<file path="config.mk">
export PLATFORM = sky130hd
export DESIGN_NAME = seg_scan_ctrl
export DESIGN_NICKNAME = d
export VERILOG_FILES = /design/src/rtl/seg_pkg.sv /design/src/rtl/seg_prescaler.sv /design/src/rtl/seg_scan_ctrl.sv
export SDC_FILE = /design/constraint.sdc
export NUM_CORES = 1
export LEC_CHECK = 0
export BUFFER_PORTS_ARGS = -buffer_cell sky130_fd_sc_hd__buf_4
export CORE_ASPECT_RATIO = 0.9
export CORE_MARGIN = 2
export CORE_UTILIZATION = 46
export CTS_BUF_LIST = sky130_fd_sc_hd__clkbuf_8
export CTS_CLUSTER_DIAMETER = 120
export DETAILED_ROUTE_END_ITERATION = 12
export SYNTH_ARGS = -nofsm -noshare
export SYNTH_HDL_FRONTEND = slang
export SYNTH_SLANG_ARGS = --single-unit
export TNS_END_PERCENT = 1
</file>
<file path="constraint.sdc">
create_clock -name clk -period 3.6 [get_ports clk]
set_input_delay 0.72 -clock clk [delete_from_list [all_inputs] [get_ports clk]]
set_output_delay 0.72 -clock clk [all_outputs]
set_load 0.02 [all_outputs]
</file>
<file path="src/rtl/seg_pkg.sv">
// Shared constants, slot record and nibble helper for the seven-segment scan path.
// The nibble helper is also used by the downstream BCD decoder.
package seg_pkg;

    localparam int unsigned SEG_NUM_DIGITS_DEF = 5;

    // One-hot select for digit 0, the slot shown straight out of reset
    localparam logic [SEG_NUM_DIGITS_DEF-1:0] SEG_SEL_RST = SEG_NUM_DIGITS_DEF'(1);

    localparam logic [3:0] BCD_MAX = 4'd9;

    // Widest packed BCD value the nibble helper accepts (16 digits)
    localparam int unsigned SEG_BCD_MAX_W = 64;

    typedef struct packed {
        logic [3:0] digit;
        logic       blank;
        logic       err;
    } seg_slot_t;

    function automatic logic [3:0] seg_nibble(input logic [SEG_BCD_MAX_W-1:0] value,
                                              input int unsigned             pos);
        logic [SEG_BCD_MAX_W-1:0] shifted;
        shifted = value >> (4 * pos);
        return shifted[3:0];
    endfunction

endpackage

</file>
<file path="src/rtl/seg_prescaler.sv">
// Free-running slot prescaler: counts 0..PRESCALE-1 and flags the last count.
// PRESCALE must be 2 or more.
module seg_prescaler #(
    parameter int unsigned PRESCALE = 50000
) (
    input  logic clk,
    input  logic rst_n,
    output logic tick
);

    localparam int unsigned      CNT_W   = $clog2(PRESCALE);
    localparam logic [CNT_W-1:0] CNT_MAX = CNT_W'(PRESCALE - 1);

    logic [CNT_W-1:0] cnt_q;
    logic [CNT_W-1:0] cnt_d;

    always_comb begin
        cnt_d = cnt_q + CNT_W'(1);
        if (cnt_q == CNT_MAX) begin
            cnt_d = '0;
        end
    end

    always_ff @(posedge clk) begin
        if (!rst_n) begin
            cnt_q <= '0;
        end else begin
            cnt_q <= cnt_d;
        end
    end

    assign tick = (cnt_q == CNT_MAX);

endmodule

</file>
<file path="src/rtl/seg_scan_ctrl.sv">
// Time-multiplexed scan controller for a multi-digit seven-segment display.
// New values are latched through a load handshake and applied only at a frame boundary.
module seg_scan_ctrl
    import seg_pkg::*;
#(
    parameter int unsigned NUM_DIGITS = SEG_NUM_DIGITS_DEF,
    parameter int unsigned PRESCALE   = 50000,
    parameter bit          BLANK_LZ   = 1'b1
) (
    input  logic                    clk,
    input  logic                    rst_n,
    input  logic                    load,
    input  logic [4*NUM_DIGITS-1:0] bcd_in,
    output logic                    load_ack,
    output logic [3:0]              digit_val,
    output logic [NUM_DIGITS-1:0]   seg_sel,
    output logic                    blank,
    output logic                    bcd_err,
    output logic                    frame_tick
);

    localparam int unsigned      BCD_W    = 4 * NUM_DIGITS;
    localparam int unsigned      IDX_W    = (NUM_DIGITS > 1) ? $clog2(NUM_DIGITS) : 1;
    localparam logic [IDX_W-1:0] LAST_IDX = IDX_W'(NUM_DIGITS - 1);

    logic                  slot_tick;
    logic                  boundary;
    logic [IDX_W-1:0]      idx_q;
    logic [IDX_W-1:0]      idx_d;
    logic [BCD_W-1:0]      disp_q;
    logic [BCD_W-1:0]      disp_d;
    logic [BCD_W-1:0]      pend_q;
    logic [BCD_W-1:0]      pend_d;
    logic                  pend_vld_q;
    logic                  pend_vld_d;
    logic                  load_ack_d;
    logic                  load_ack_q;
    logic                  frame_tick_q;
    seg_slot_t             slot_d;
    seg_slot_t             slot_q;
    logic [NUM_DIGITS-1:0] seg_sel_d;
    logic [NUM_DIGITS-1:0] seg_sel_q;

    seg_prescaler #(
        .PRESCALE(PRESCALE)
    ) u_prescaler (
        .clk  (clk),
        .rst_n(rst_n),
        .tick (slot_tick)
    );

    // Slot index; the wrap from the last digit marks the frame boundary
    always_comb begin
        idx_d    = idx_q;
        boundary = 1'b0;
        if (slot_tick) begin
            if (idx_q == LAST_IDX) begin
                idx_d    = '0;
                boundary = 1'b1;
            end else begin
                idx_d = idx_q + IDX_W'(1);
            end
        end
    end

    // A load in the boundary cycle bypasses the pending register
    always_comb begin
        disp_d     = disp_q;
        pend_d     = pend_q;
        pend_vld_d = pend_vld_q;
        load_ack_d = 1'b0;
        if (boundary) begin
            pend_vld_d = 1'b0;
            if (load) begin
                disp_d     = bcd_in;
                load_ack_d = 1'b1;
            end else if (pend_vld_q) begin
                disp_d     = pend_q;
                load_ack_d = 1'b1;
            end
        end else if (load) begin
            pend_d     = bcd_in;
            pend_vld_d = 1'b1;
        end
    end

    // Slot view of the next index and next displayed value
    always_comb begin
        logic [3:0] nib;
        logic       upper_zero;
        nib        = seg_nibble(SEG_BCD_MAX_W'(disp_d), 32'(idx_d));
        upper_zero = 1'b1;
        for (int i = 0; i < NUM_DIGITS; i++) begin
            if ((32'(i) >= 32'(idx_d)) &&
                (seg_nibble(SEG_BCD_MAX_W'(disp_d), 32'(i)) != 4'd0)) begin
                upper_zero = 1'b0;
            end
        end
        slot_d.blank = BLANK_LZ && (idx_d != '0) && upper_zero;
        slot_d.digit = slot_d.blank ? 4'd0 : nib;
        slot_d.err   = !slot_d.blank && (nib > BCD_MAX);
        seg_sel_d    = slot_d.blank ? '0 : (NUM_DIGITS'(1) << idx_d);
    end

    always_ff @(posedge clk) begin
        if (!rst_n) begin
            idx_q        <= '0;
            disp_q       <= '0;
            pend_q       <= '0;
            pend_vld_q   <= 1'b0;
            load_ack_q   <= 1'b0;
            frame_tick_q <= 1'b0;
            slot_q       <= '0;
            seg_sel_q    <= NUM_DIGITS'(SEG_SEL_RST);
        end else begin
            idx_q        <= idx_d;
            disp_q       <= disp_d;
            pend_q       <= pend_d;
            pend_vld_q   <= pend_vld_d;
            load_ack_q   <= load_ack_d;
            frame_tick_q <= boundary;
            // Slot outputs move only on the edge that consumes slot_tick
            if (slot_tick) begin
                slot_q    <= slot_d;
                seg_sel_q <= seg_sel_d;
            end
        end
    end

    assign load_ack   = load_ack_q;
    assign frame_tick = frame_tick_q;
    assign digit_val  = slot_q.digit;
    assign blank      = slot_q.blank;
    assign bcd_err    = slot_q.err;
    assign seg_sel    = seg_sel_q;

endmodule

</file>
[Word-level counts from Yosys, hierarchy flattened]
Index checks and enable logic that the tools add are counted.
Word-level totals
  register bits after elaboration: 73
  word-level logic and storage cells: 59
  bits of input ports: 23
  output and inout port bits: 13
Operators by class
  add/sub/neg operators: 2
  magnitude comparators: 6
  shifts and indexed selects: 2
  muxes and demuxes: 16
  equal/unequal tests: 2
  bitwise operators: 2
  reductions and logical operators: 18
Operator list (number)
  20-bit 2-to-1 mux: 3
  4-bit nonzero test: 5
  20-bit by 5-bit >> shifter with 4-bit output: 1
  16-bit by 1-bit adder with 16-bit output (second input constant): 1
  16-bit equality test (second input constant): 1
  1-bit 2-to-1 mux: 9
  1-bit logical AND: 7
  1-bit by 3-bit greater-or-equal comparator with 1-bit output (first input constant): 2
  2-bit by 3-bit greater-or-equal comparator with 1-bit output (first input constant): 2
  3-bit 2-to-1 mux: 2
  5-bit 2-to-1 mux: 1
  1-bit by 3-bit << shifter with 5-bit output (first input constant): 1
  4-bit greater-than comparator (second input constant): 1
  4-bit 2-to-1 mux: 1
  2-bit AND reduction: 2
  2-bit OR reduction: 2
  3-bit by 1-bit adder with 3-bit output (second input constant): 1
  3-bit equality test (second input constant): 1
  3-bit greater-or-equal comparator (first input constant): 1
  3-bit nonzero test: 1
  1-bit NOT: 2
  1-bit logical NOT: 1

[Longest topological paths before layout]
Gate-level depths: netlist (run 1).
  depth after elaboration: 14
  mapped depth: 12
  gate-level depth less buffers: 9

[Hierarchy]
From an unflattened synthesis (run 1), not the netlist that was laid out.
Unflattened totals
  cells, all modules: 439
  area, all modules: 3696.0 um^2
By module, submodules not included
  seg_scan_ctrl: cells an instance 360, seq. area each 1141.1 um^2, area an instance 2906.5 um^2, instances 1
  seg_prescaler: cells an instance 79, seq. area each 320.3 um^2, area an instance 789.5 um^2, instances 1

[Least setup slack after synthesis (run 1)]
No wires, ideal clock.
  path type: input-to-reg
  start: input load
  end: register seg_sel_q[1] (netlist: seg_sel[1])
  stages on the path: 8
  setup slack: 894 ps
  path buffers: 2
  setup time: 127 ps
  data required time: 3473 ps
  arrival time: 2579 ps
  cells stage by stage: clkbuf_1 > nand2_1 > clkbuf_1 > or3_1 > o221a_2 > or4_4 > nor4_2 > o21ai_1
On the way
  word-level cells in the longest chain between the ends: 11
  elaborated cells on any way between the ends: 19
  classes of those cells: mux (8); reduce/logical (11)
Ends and longest elaborated chain
  start: declaration: line seg_scan_ctrl.sv:12  | input logic load,
  20-bit 2-to-1 mux (*): line seg_scan_ctrl.sv:74  | if (load) begin
  20-bit 2-to-1 mux (*): line seg_scan_ctrl.sv:72  | if (boundary) begin
  4-bit nonzero test: line seg_scan_ctrl.sv:95  | (seg_nibble(SEG_BCD_MAX_W'(disp_d), 32'(i)) != 4'd0)) begin
  1-bit logical AND: line seg_scan_ctrl.sv:94  | if ((32'(i) >= 32'(idx_d)) &&
  1-bit 2-to-1 mux (4 in a row): line seg_scan_ctrl.sv:94
  1-bit 2-to-1 mux (*): line seg_scan_ctrl.sv:94
  1-bit logical AND (*): line seg_scan_ctrl.sv:99  | slot_d.blank = BLANK_LZ && (idx_d != '0) && upper_zero;
  5-bit 2-to-1 mux (*): line seg_scan_ctrl.sv:102  | seg_sel_d = slot_d.blank ? '0 : (NUM_DIGITS'(1) << idx_d);
  end signal: assignment: line seg_scan_ctrl.sv:114  | seg_sel_q <= NUM_DIGITS'(SEG_SEL_RST);
  end signal: assignment: line seg_scan_ctrl.sv:125  | seg_sel_q <= seg_sel_d;
  end: declaration: line seg_scan_ctrl.sv:42  | logic [NUM_DIGITS-1:0] seg_sel_q;
Every way passes the cells marked *; elsewhere a longest branch is shown, timed or not.
A chain may end at the register's enable or synchronous reset.

[Final worst setup path (run 1)]
  start: register idx_q[1]
  end: register seg_sel_q[3] (netlist: seg_sel[3])
On the way
  word-level cells in the longest chain between the ends: 13
  elaborated cells on any way between the ends: 31
  classes of those cells: add/sub (1); order compare (5); eq/ne (1); shift (1); mux (11); reduce/logical (12)
Ends and longest elaborated chain
  start: declaration: line seg_scan_ctrl.sv:28  | logic [IDX_W-1:0] idx_q;
  start signal: assignment: line seg_scan_ctrl.sv:116  | idx_q <= idx_d;
  parallel branches: the longest is 12 deep, another holds 3-bit by 1-bit adder with 3-bit output
  5-bit 2-to-1 mux (*): line seg_scan_ctrl.sv:102
Mark *: on every way between the ends.

==> results.txt, run 1 <==
----------------------------------------------------
[Synthesis]
  Share of synthesized registers carrying an async set or reset ... 0
  Cell Area, Synth ... 0.00360 mm^2
  Count of warnings emitted by yosys ... 0
  Ys flop type ... sky130_fd_sc_hd__dfxtp_1
  Top cell types by occurrence after synthesis ... sky130_fd_sc_hd__dfxtp_1 (73), sky130_fd_sc_hd__nor2_1 (60), sky130_fd_sc_hd__nand2_1 (58)
  Part of the Yosys area used for sequential elements ... 0.406
  Top cells by area in the synthesized netlist ... sky130_fd_sc_hd__dfxtp_1 (41%), sky130_fd_sc_hd__nor2_1 (6.3%), sky130_fd_sc_hd__nand2_1 (6.0%), sky130_fd_sc_hd__a21oi_1 (6.0%), sky130_fd_sc_hd__nor3b_1 (3.5%)
  Library cell with the highest instance count after synthesis ... sky130_fd_sc_hd__dfxtp_1
  Distinct cell type count of the synthesized netlist ... 54
  Number of register bits inferred by synthesis ... 73
  EDFF count, synth ... 0
  Net Count, Synth ... 471
  Library cell occupying the most area in the post-synthesis netlist ... sky130_fd_sc_hd__dfxtp_1
  Yosys top cell area share ... 0.406
  Number of instances in the synthesized netlist ... 445
  Mean area per synthesized cell ... 8.09 um^2

[Worst setup path]
  Kind of cell adding the most delay to the critical path ... simple AND/OR/NAND/NOR gates
  Required time at the endpoint of the critical path ... 3.83 ns
  Critical path's largest stage delay ... 0.57 ns
  Launch instance of the worst register-to-register path ... idx_q[1]
  Cell type of the slowest stage on the worst timing path ... sky130_fd_sc_hd__or4_4
  Startpoint types ... register
  Endpoint kind of the worst setup timing path ... register
  Worst setup path startpoint ... idx_q[1]
  Signal arrival time at the worst endpoint ... 3.33 ns
  Buf/Inv on CP ... 1
  Largest fanout on the critical path ... 20
  Worst setup path class ... reg2reg
  List of cells traversed by the critical path ... inv_1 -> ha_1 -> and2_1 -> nand2_1 -> or3_1 -> o221a_2 -> or4_4 -> nor4_2 -> o21ai_1

[Clock network]
  H-Tree Level Count ... 3
  CTS clock-pin slew for the worst setup and hold paths ... 0.07 ns
  Clock latency at the later pin of the worst-skew pair ... 0.35 ns
  Hold bufs inserted after CTS ... 0
  Clock tree buffer depth ... 2
  TritonCTS clock tree ... yes
  Buffer cell driving the clock tree root ... sky130_fd_sc_hd__clkbuf_8
  Quantity of gates resized following cts ... 0
  CTS sink cnt ... 73
  Post-CTS Setup Inserts ... 0
  Number of CTS-inserted buffers ... 9

[Drt]
  Antenna Violating Nets Remaining ... 0
  Routed Wire Length ... 9740 um
  DRC ... 0
  Number of detailed-route iterations in the first pass ... 5
  DR vias ... 3393
  Via-to-Cell Ratio ... 5.94
  Post-DR wirelength/cell ... 17.1 um
  DRT iter0 DRCs ... 241

[Floorplan]
  Die outline area ... 0.00855 mm^2
  Die Ht ... 87.9 um
  Die width ... 97.2 um
  Standard-cell rows ... 30
  Initial cell density of the core ... 0.475
  Top-Level Pins ... 36
  Core area ... 0.00758 mm^2

[Placement]
  Area of placed instances ... 0.00393 mm^2
  Count of buffers inserted at the top-level ports ... 35
  Final weighted congestion in routability-driven placement ... 0.898
  Post-detailed-placement half-perimeter wirelength ... 6790 um

[STA]
  Final cycle utilization of the critical path ... 0.862
  Relative slew slack ... 0.484
  Setup tns final ... 0 ns
  Unrepaired setup endpoints after global routing ... no
  Number of max-slew violations in the final report ... 0
  Post-Route Skew ... 0.00964 ns
  Final critical path time including I/O delays and setup ... 3.10 ns
  Hold Violations, Final ... 0
  Measured slew at the worst slew-check pin ... 0.773 ns
  Highest attainable clock frequency ... 0.322 GHz
  Final setup violation count ... 0

[Pwr]
  Power per cell area ... 420 mW/mm^2
  Total chip power ... 1.76 mW
  Pleak ... 1.61 nW
  Worst vdd ir ... 0.219 mV

[Final layout]
  Layout Utilization ... 0.553
  Number of fillers in the final layout ... 765
  Total Nets Final ... 496
  ANT cells ... 0
  Area overhead of the layout relative to synthesis ... 16.4%
  Share of cells above drive strength 1 ... 0.154
  Sequential standard cell area ... 0.00146 mm^2
  Final non-filler cell area ... 0.00419 mm^2
  Area of combinational cells with multiple inputs ... 0.00199 mm^2

[Global routing]
  GRT Overall Usage ... 0.235
  Maximum number of pins on one net before global-route repair ... 43
  Number of antenna violations at the first check in global routing ... 0
  Vias in the first global route ... 3090
  Congestion Overflow GR ... 0
  Global-route wire length before repair ... 16000 um

[Run status]
  Result of the run ... finished, final reports clean

[Flow run]
  Max-cap violation count ... 0

[Worst hold path]
  Path type of the worst min-delay path ... reg2reg
  Min-delay src ... u_prescaler.cnt_q[0]

----------------------------------------------------
[state kept, by name (all words and copies together) (netlist names)]
signal,count
blank,1
seg_sel,5
digit_val,4
idx_q,3
disp_q,20
load_ack,1
pend_q,20
bcd_err,1
pend_vld_q,1
u_prescaler.cnt_q,16
frame_tick,1
[area by class of cell]
| cell class | instances | area share |
|---|---|---|
| Clock inverter | 4 | 0.0233 |
| Sequential cell | 73 | 0.349 |
| Multi-Input combinational cell | 334 | 0.474 |
| Clock buffer | 12 | 0.0394 |
| Inverter | 8 | 0.00717 |
| Timing Repair Buffer | 44 | 0.0788 |
| Tap cell | 96 | 0.0287 |
[stage by stage]
| stage | hold slack, ns | cells | setup slack, ns |
|---|---|---|---|
| 2_1_floorplan | 0.413 | 445 | 0.894 |
| 3_3_place_gp | 0.423 | 555 | 0.494 |
| 3_5_place_dp | 0.436 | 555 | 0.442 |
| 4_1_cts | 0.448 | 571 | 0.493 |
| 5_1_grt | 0.469 | 571 | 0.261 |
| 6_report | 0.444 | 571 | 0.496 |
[power breakdown]
group | switching, mW | internal, mW | total, mW
logic | 0.0580 | 0.0395 | 0.0975
registers | 0.0115 | 0.823 | 0.834
clock network | 0.310 | 0.517 | 0.827
total | 0.379 | 1.38 | 1.76
[final timing paths]
check | end | slack [ns] | depth (start not counted)
max | seg_sel[3] | 0.50 | 9
min | u_prescaler.cnt_q[0] | 0.44 | 1
max reg2reg | seg_sel[3] | 0.50 | 9
min reg2reg | u_prescaler.cnt_q[0] | 0.44 | 1
[placed cells by master (no fill, tap or decap), drive strengths merged, types with 6 or more instances in the layout]
cell type / instances
clkbuf: 12
nor3b: 17
buf: 44
a21oi: 43
nor2: 60
a41oi: 6
and2: 9
dfxtp: 73
and3: 14
xnor2: 10
o21ai: 16
o221ai: 11
inv: 8
or3: 20
nand2: 58
o221a: 7
nand3: 8
[kinds of logic (layout without fill, tap and decap cells)]
kind of cell               Yosys count  after routing  share of synthesized area
xor gates and xnor gates            13             13                     0.0316
muxes                                4              4                     0.0115
and+or+nand+nor                    201            201                      0.283
adders and majority gates            3              3                     0.0104
buffers and inverters               38             68                     0.0424
AOI/OAI and AO/OA                  113            113                      0.215
DFF                                 73             73                      0.406
[metal layers]
layer,track usage,vias up,share of wire
li1,-,1657,-
met4,0.0543,0,0.011
met2,0.355,132,0.42
met1,0.341,1594,0.48
met5,0,-,0
met3,0.0607,10,0.082
(Power assumes the default switching activity.)
==> inputs of run 2 (changes only) <==
Settings changed: CELL_PAD_IN_SITES_DETAIL_PLACEMENT from default to 0, CELL_PAD_IN_SITES_GLOBAL_PLACEMENT from default to 1, PLACE_DENSITY_LB_ADDON from default to 0.1.
==> results.txt, run 2 (synthesized netlist as in run 1, its figures left out) <==
----------------------------------------------------
[Pwr]
  Pleak ... 1.58 nW
  Share of power burned in combinational logic ... 0.063
  Total chip power ... 1.54 mW
  Power per cell area ... 373 mW/mm^2
  Part of the total power dissipated in sequential elements ... 0.544
  NetSw ... 0.389 mW
  Clock share of power ... 0.393
  Net switching fraction of the power ... 0.253
  Internal power contribution ... 1.15 mW
  Worst vdd ir ... 0.214 mV

[Drt]
  Routed Wire Length ... 9940 um
  Antenna Violating Nets Remaining ... 0
  DR vias ... 3371
  Number of detailed-route iterations in the first pass ... 5
  DRC ... 0
  DRT iter0 DRCs ... 248
  Via-to-Cell Ratio ... 5.89
  Post-DR wirelength/cell ... 17.4 um

[STA]
  Slack of the critical path ... 0.399 ns
  Number of max-slew violations in the final report ... 0
  Final cycle utilization of the critical path ... 0.889
  Unrepaired setup endpoints after global routing ... no
  Final critical path time including I/O delays and setup ... 3.20 ns
  Worst hold-check slack ... 0.448 ns
  Final setup violation count ... 0
  Post-Route Skew ... 0.00731 ns
  Relative slew slack ... 0.498
  Measured slew at the worst slew-check pin ... 0.753 ns
  Setup tns final ... 0 ns
  Highest attainable clock frequency ... 0.312 GHz
  Hold Violations, Final ... 0

[Clock network]
  TritonCTS clock tree ... yes
  CTS sink cnt ... 73
  Clock tree buffer depth ... 2
  H-Tree Level Count ... 3
  Buffer cell driving the clock tree root ... sky130_fd_sc_hd__clkbuf_8
  Number of CTS-inserted buffers ... 9
  CTS clock-pin slew for the worst setup and hold paths ... 0.08 ns
  Hold bufs inserted after CTS ... 0
  Clock latency at the later pin of the worst-skew pair ... 0.36 ns
  Post-CTS Setup Inserts ... 0
  Quantity of gates resized following cts ... 0

[Worst setup path]
  Last element of the critical path ... seg_sel[1]
  Worst setup path startpoint ... u_prescaler.cnt_q[0]
  Startpoint types ... register
  Cell type of the slowest stage on the worst timing path ... sky130_fd_sc_hd__or4_4
  Worst setup path class ... reg2reg
  List of cells traversed by the critical path ... ha_1 -> and3_1 -> nand4_2 -> buf_4 -> or3_1 -> o221a_2 -> or4_4 -> nor4_2 -> o21ai_1
  Reg2reg setup slack ... 0.40 ns
  Required time at the endpoint of the critical path ... 3.84 ns
  Signal arrival time at the worst endpoint ... 3.44 ns
  Critical path's largest stage delay ... 0.46 ns
  Crit Reg-Reg Endpoint ... seg_sel[1]
  Largest fanout on the critical path ... 18
  Launch instance of the worst register-to-register path ... u_prescaler.cnt_q[0]
  Number of cell instances on the worst register-to-register path ... 9
  Endpoint kind of the worst setup timing path ... register

[Global routing]
  Global-route wire length before repair ... 16100 um
  Vias in the first global route ... 3062
  Maximum number of pins on one net before global-route repair ... 35
  Number of antenna violations at the first check in global routing ... 0
  Congestion Overflow GR ... 0
  GRT Overall Usage ... 0.238

[Floorplan]
  Initial cell density of the core ... 0.475
  Die width ... 97.2 um
  Die Ht ... 87.9 um
  Standard-cell rows ... 30
  Die outline area ... 0.00855 mm^2
  Top-Level Pins ... 36
  Core area ... 0.00758 mm^2

[Final layout]
  Number of cells in the finished layout apart from fillers ... 572
  Area overhead of the layout relative to synthesis ... 14.4%
  Layout Utilization ... 0.543
  Share of cells above drive strength 1 ... 0.155
  ANT cells ... 0
  Total Nets Final ... 497
  Largest registers ... disp_q: 20 flops, pend_q: 20 flops, u_prescaler.cnt_q: 16 flops
  Most used cells in the layout excluding fill and tap cells ... sky130_fd_sc_hd__dfxtp_1 (73), sky130_fd_sc_hd__nor2_1 (60), sky130_fd_sc_hd__nand2_1 (58)
  Final non-filler cell area ... 0.00412 mm^2
  Most common library cell in the layout ignoring fill and taps ... sky130_fd_sc_hd__dfxtp_1

[Flow run]
  Max-cap violation count ... 0

[Placement]
  Worst setup timing slack at the placement stage ... 0.393 ns
  Placed cell count ... 556
  Post-detailed-placement half-perimeter wirelength ... 6980 um
  Area of placed instances ... 0.00394 mm^2
  Final weighted congestion in routability-driven placement ... 0.897
  Count of buffers inserted at the top-level ports ... 35

[Run status]
  Result of the run ... finished, final reports clean

[Worst hold path]
  Path type of the worst min-delay path ... reg2reg

----------------------------------------------------
-- run 2: per-layer routing --
metal,GRT usage,routed length [um]
met1,0.355,5060
met2,0.357,4240
met3,0.0511,525
met4,0.0505,116
met5,0,0
-- run 2: critical path, delay by kind of cell, from the launching register on --
kind                       cells  cell delay [ns]
adders and majority gates      1             0.18
DFF                            1             0.35
and+or+nand+nor                5             1.92
buffers and inverters          1             0.35
AOI/OAI and AO/OA              2             0.28
-- run 2: worst min path at each step --
| stage | from | end | slack [ns] | depth (start not counted) |
|---|---|---|---|---|
| after floorplan | u_prescaler.cnt_q[0] | u_prescaler.cnt_q[0] | 0.41 | 1 |
| after global placement | u_prescaler.cnt_q[0] | u_prescaler.cnt_q[0] | 0.42 | 1 |
| after detailed placement | u_prescaler.cnt_q[0] | u_prescaler.cnt_q[0] | 0.43 | 1 |
| after CTS | u_prescaler.cnt_q[0] | u_prescaler.cnt_q[0] | 0.45 | 1 |
| after global routing | u_prescaler.cnt_q[0] | u_prescaler.cnt_q[0] | 0.47 | 1 |
| final | u_prescaler.cnt_q[0] | u_prescaler.cnt_q[0] | 0.45 | 1 |
-- run 2: power by group through the flow --
| stage | clock network [mW] | registers (mW) | logic (mW) |
|---|---|---|---|
| after floorplan | 0 | 0.848 | 0.0606 |
| after global placement | 0 | 0.853 | 0.0968 |
| after CTS | 0.616 | 0.835 | 0.0972 |
| final | 0.603 | 0.835 | 0.0970 |
| after detailed placement | 0 | 0.854 | 0.0969 |
| after global routing | 0.643 | 0.838 | 0.109 |
-- run 2: layout make-up --
class                   count  area (um^2)
clock inverters             5         30.0
well taps                  96          120
multi-input cells         334         1990
clock buffers              11          151
inverters                   8         30.0
fillers                   754         3470
repair buffers             45          338
flip-flops and latches     73         1460
==> inputs of run 3 (changes only) <==
Settings changed: BUFFER_PORTS_ARGS -buffer_cell sky130_fd_sc_hd__buf_4 to default, DONT_BUFFER_PORTS from default to 1, RECOVER_POWER from default to 50, SLEW_MARGIN from default to 20.
==> results.txt, run 3 (synthesized netlist as in run 1, its figures left out) <==
----------------------------------------------------
[Drt]
  DRC ... 0
  Antenna Violating Nets Remaining ... 0
  Via-to-Cell Ratio ... 6.05
  Number of detailed-route iterations in the first pass ... 5
  Routed Wire Length ... 9810 um
  DRT iter0 DRCs ... 238
  Post-DR wirelength/cell ... 18.1 um
  DR vias ... 3271

[Flow run]
  Max-cap violation count ... 0

[Floorplan]
  Die Ht ... 87.9 um
  Core area ... 0.00758 mm^2
  Die width ... 97.2 um
  Top-Level Pins ... 36
  Initial cell density of the core ... 0.475
  Standard-cell rows ... 30
  Die outline area ... 0.00855 mm^2

[STA]
  Hold Violations, Final ... 0
  Final critical path time including I/O delays and setup ... 3.23 ns
  Relative slew slack ... 0.504
  Measured slew at the worst slew-check pin ... 0.743 ns
  Highest attainable clock frequency ... 0.309 GHz
  Unrepaired setup endpoints after global routing ... no
  Number of max-slew violations in the final report ... 0
  Final setup violation count ... 0
  Final cycle utilization of the critical path ... 0.898
  Post-Route Skew ... 0.00541 ns
  Setup tns final ... 0 ns

[Global routing]
  Maximum number of pins on one net before global-route repair ... 30
  Number of antenna violations at the first check in global routing ... 0
  Global-route wire length before repair ... 16400 um
  GRT Overall Usage ... 0.240
  Congestion Overflow GR ... 0
  Vias in the first global route ... 3074

[Final layout]
  Final non-filler cell area ... 0.00389 mm^2
  Share of cells above drive strength 1 ... 0.0809
  Layout Utilization ... 0.513
  Area overhead of the layout relative to synthesis ... 7.96%
  Most common library cell in the layout ignoring fill and taps ... sky130_fd_sc_hd__dfxtp_1
  Total Nets Final ... 466
  Number of fillers in the final layout ... 739
  Largest registers ... disp_q: 20 flops, pend_q: 20 flops, u_prescaler.cnt_q: 16 flops
  Most used cells in the layout excluding fill and tap cells ... sky130_fd_sc_hd__dfxtp_1 (73), sky130_fd_sc_hd__nor2_1 (60), sky130_fd_sc_hd__nand2_1 (58)
  ANT cells ... 0

[Worst setup path]
  Largest fanout on the critical path ... 20
  Startpoint types ... register
  Required time at the endpoint of the critical path ... 3.82 ns
  Endpoint kind of the worst setup timing path ... register
  Signal arrival time at the worst endpoint ... 3.46 ns
  Worst setup path class ... reg2reg

[Clock network]
  Post-CTS Setup Inserts ... 0
  CTS sink cnt ... 73
  Clock latency at the later pin of the worst-skew pair ... 0.34 ns
  Buffer cell driving the clock tree root ... sky130_fd_sc_hd__clkbuf_8
  Hold bufs inserted after CTS ... 0
  Clock tree buffer depth ... 2
  H-Tree Level Count ... 3
  CTS clock-pin slew for the worst setup and hold paths ... 0.08 ns
  Quantity of gates resized following cts ... 0
  TritonCTS clock tree ... yes
  Number of CTS-inserted buffers ... 9

[Placement]
  Area of placed instances ... 0.00370 mm^2
  Count of buffers inserted at the top-level ports ... 0
  Final weighted congestion in routability-driven placement ... 0.964
  Post-detailed-placement half-perimeter wirelength ... 6970 um

[Pwr]
  Worst vdd ir ... 0.232 mV
  Pleak ... 1.41 nW
  Power per cell area ... 403 mW/mm^2

[Worst hold path]
  Path type of the worst min-delay path ... reg2reg

[Run status]
  Result of the run ... finished, final reports clean

----------------------------------------------------
run 3: cell types whose count changed in the layout (fill, tap and decap cells not counted), sizes merged:
cell / previous run / this run
buf: 45 / 8
clkinv: 3 / 2
clkbuf: 11 / 17
clkinvlp: 2 / 1
inv: 8 / 9
bufinv: 0 / 1
run 3: final cells by class:
class                      count  area, um^2  share of cell area
clock buffer                  11         151              0.0390
timing repair buffer          14        82.6              0.0212
clock inverter                 5        55.1              0.0142
sequential                    73        1460               0.376
multi-input combinational    334        1990               0.511
inverter                       8        30.0             0.00773
tap                           96         120              0.0309
run 3: worst paths after layout:
check / start / endpoint / slack [ns] / cells after the start
worst max-delay path: idx_q[1] / seg_sel[3] / 0.37 / 9
worst min-delay path: u_prescaler.cnt_q[0] / u_prescaler.cnt_q[0] / 0.44 / 1
worst max register to register: idx_q[1] / seg_sel[3] / 0.37 / 9
worst min register to register: u_prescaler.cnt_q[0] / u_prescaler.cnt_q[0] / 0.44 / 1
run 3: metal layers:
metal  track usage  vias up  wire, um
met3        0.0670       21       749
met5             0        -         0
li1              -     1596         -
met1         0.348     1527      4740
met2         0.343      127      4110
met4        0.0859        0       207
run 3: worst max-delay path: stages, from the launching register on:
cell and delay [ns]:
sky130_fd_sc_hd__dfxtp_1 0.35, sky130_fd_sc_hd__inv_1 0.10, sky130_fd_sc_hd__ha_1 0.18, sky130_fd_sc_hd__and2_1 0.34, sky130_fd_sc_hd__nand2_1 0.44, sky130_fd_sc_hd__or3_1 0.45
sky130_fd_sc_hd__o221a_2 0.16, sky130_fd_sc_hd__or4_4 0.58, sky130_fd_sc_hd__nor4_2 0.40, sky130_fd_sc_hd__o21ai_1 0.12
run 3: power breakdown:
part | switching (mW) | internal [mW]
clock network | 0.310 | 0.356
registers | 0.0117 | 0.823
logic | 0.0419 | 0.0254
run 3: stage by stage:
stage / setup slack [ns] / hold WS (ns) / std cells / total power [mW]
floorplan: 0.894 / 0.413 / 445 / 0.909
global placement: 0.495 / 0.422 / 525 / 0.919
detailed placement: 0.425 / 0.434 / 525 / 0.921
CTS: 0.382 / 0.445 / 541 / 1.59
global route: 0.0861 / 0.462 / 541 / 1.63
finish: 0.367 / 0.444 / 541 / 1.57
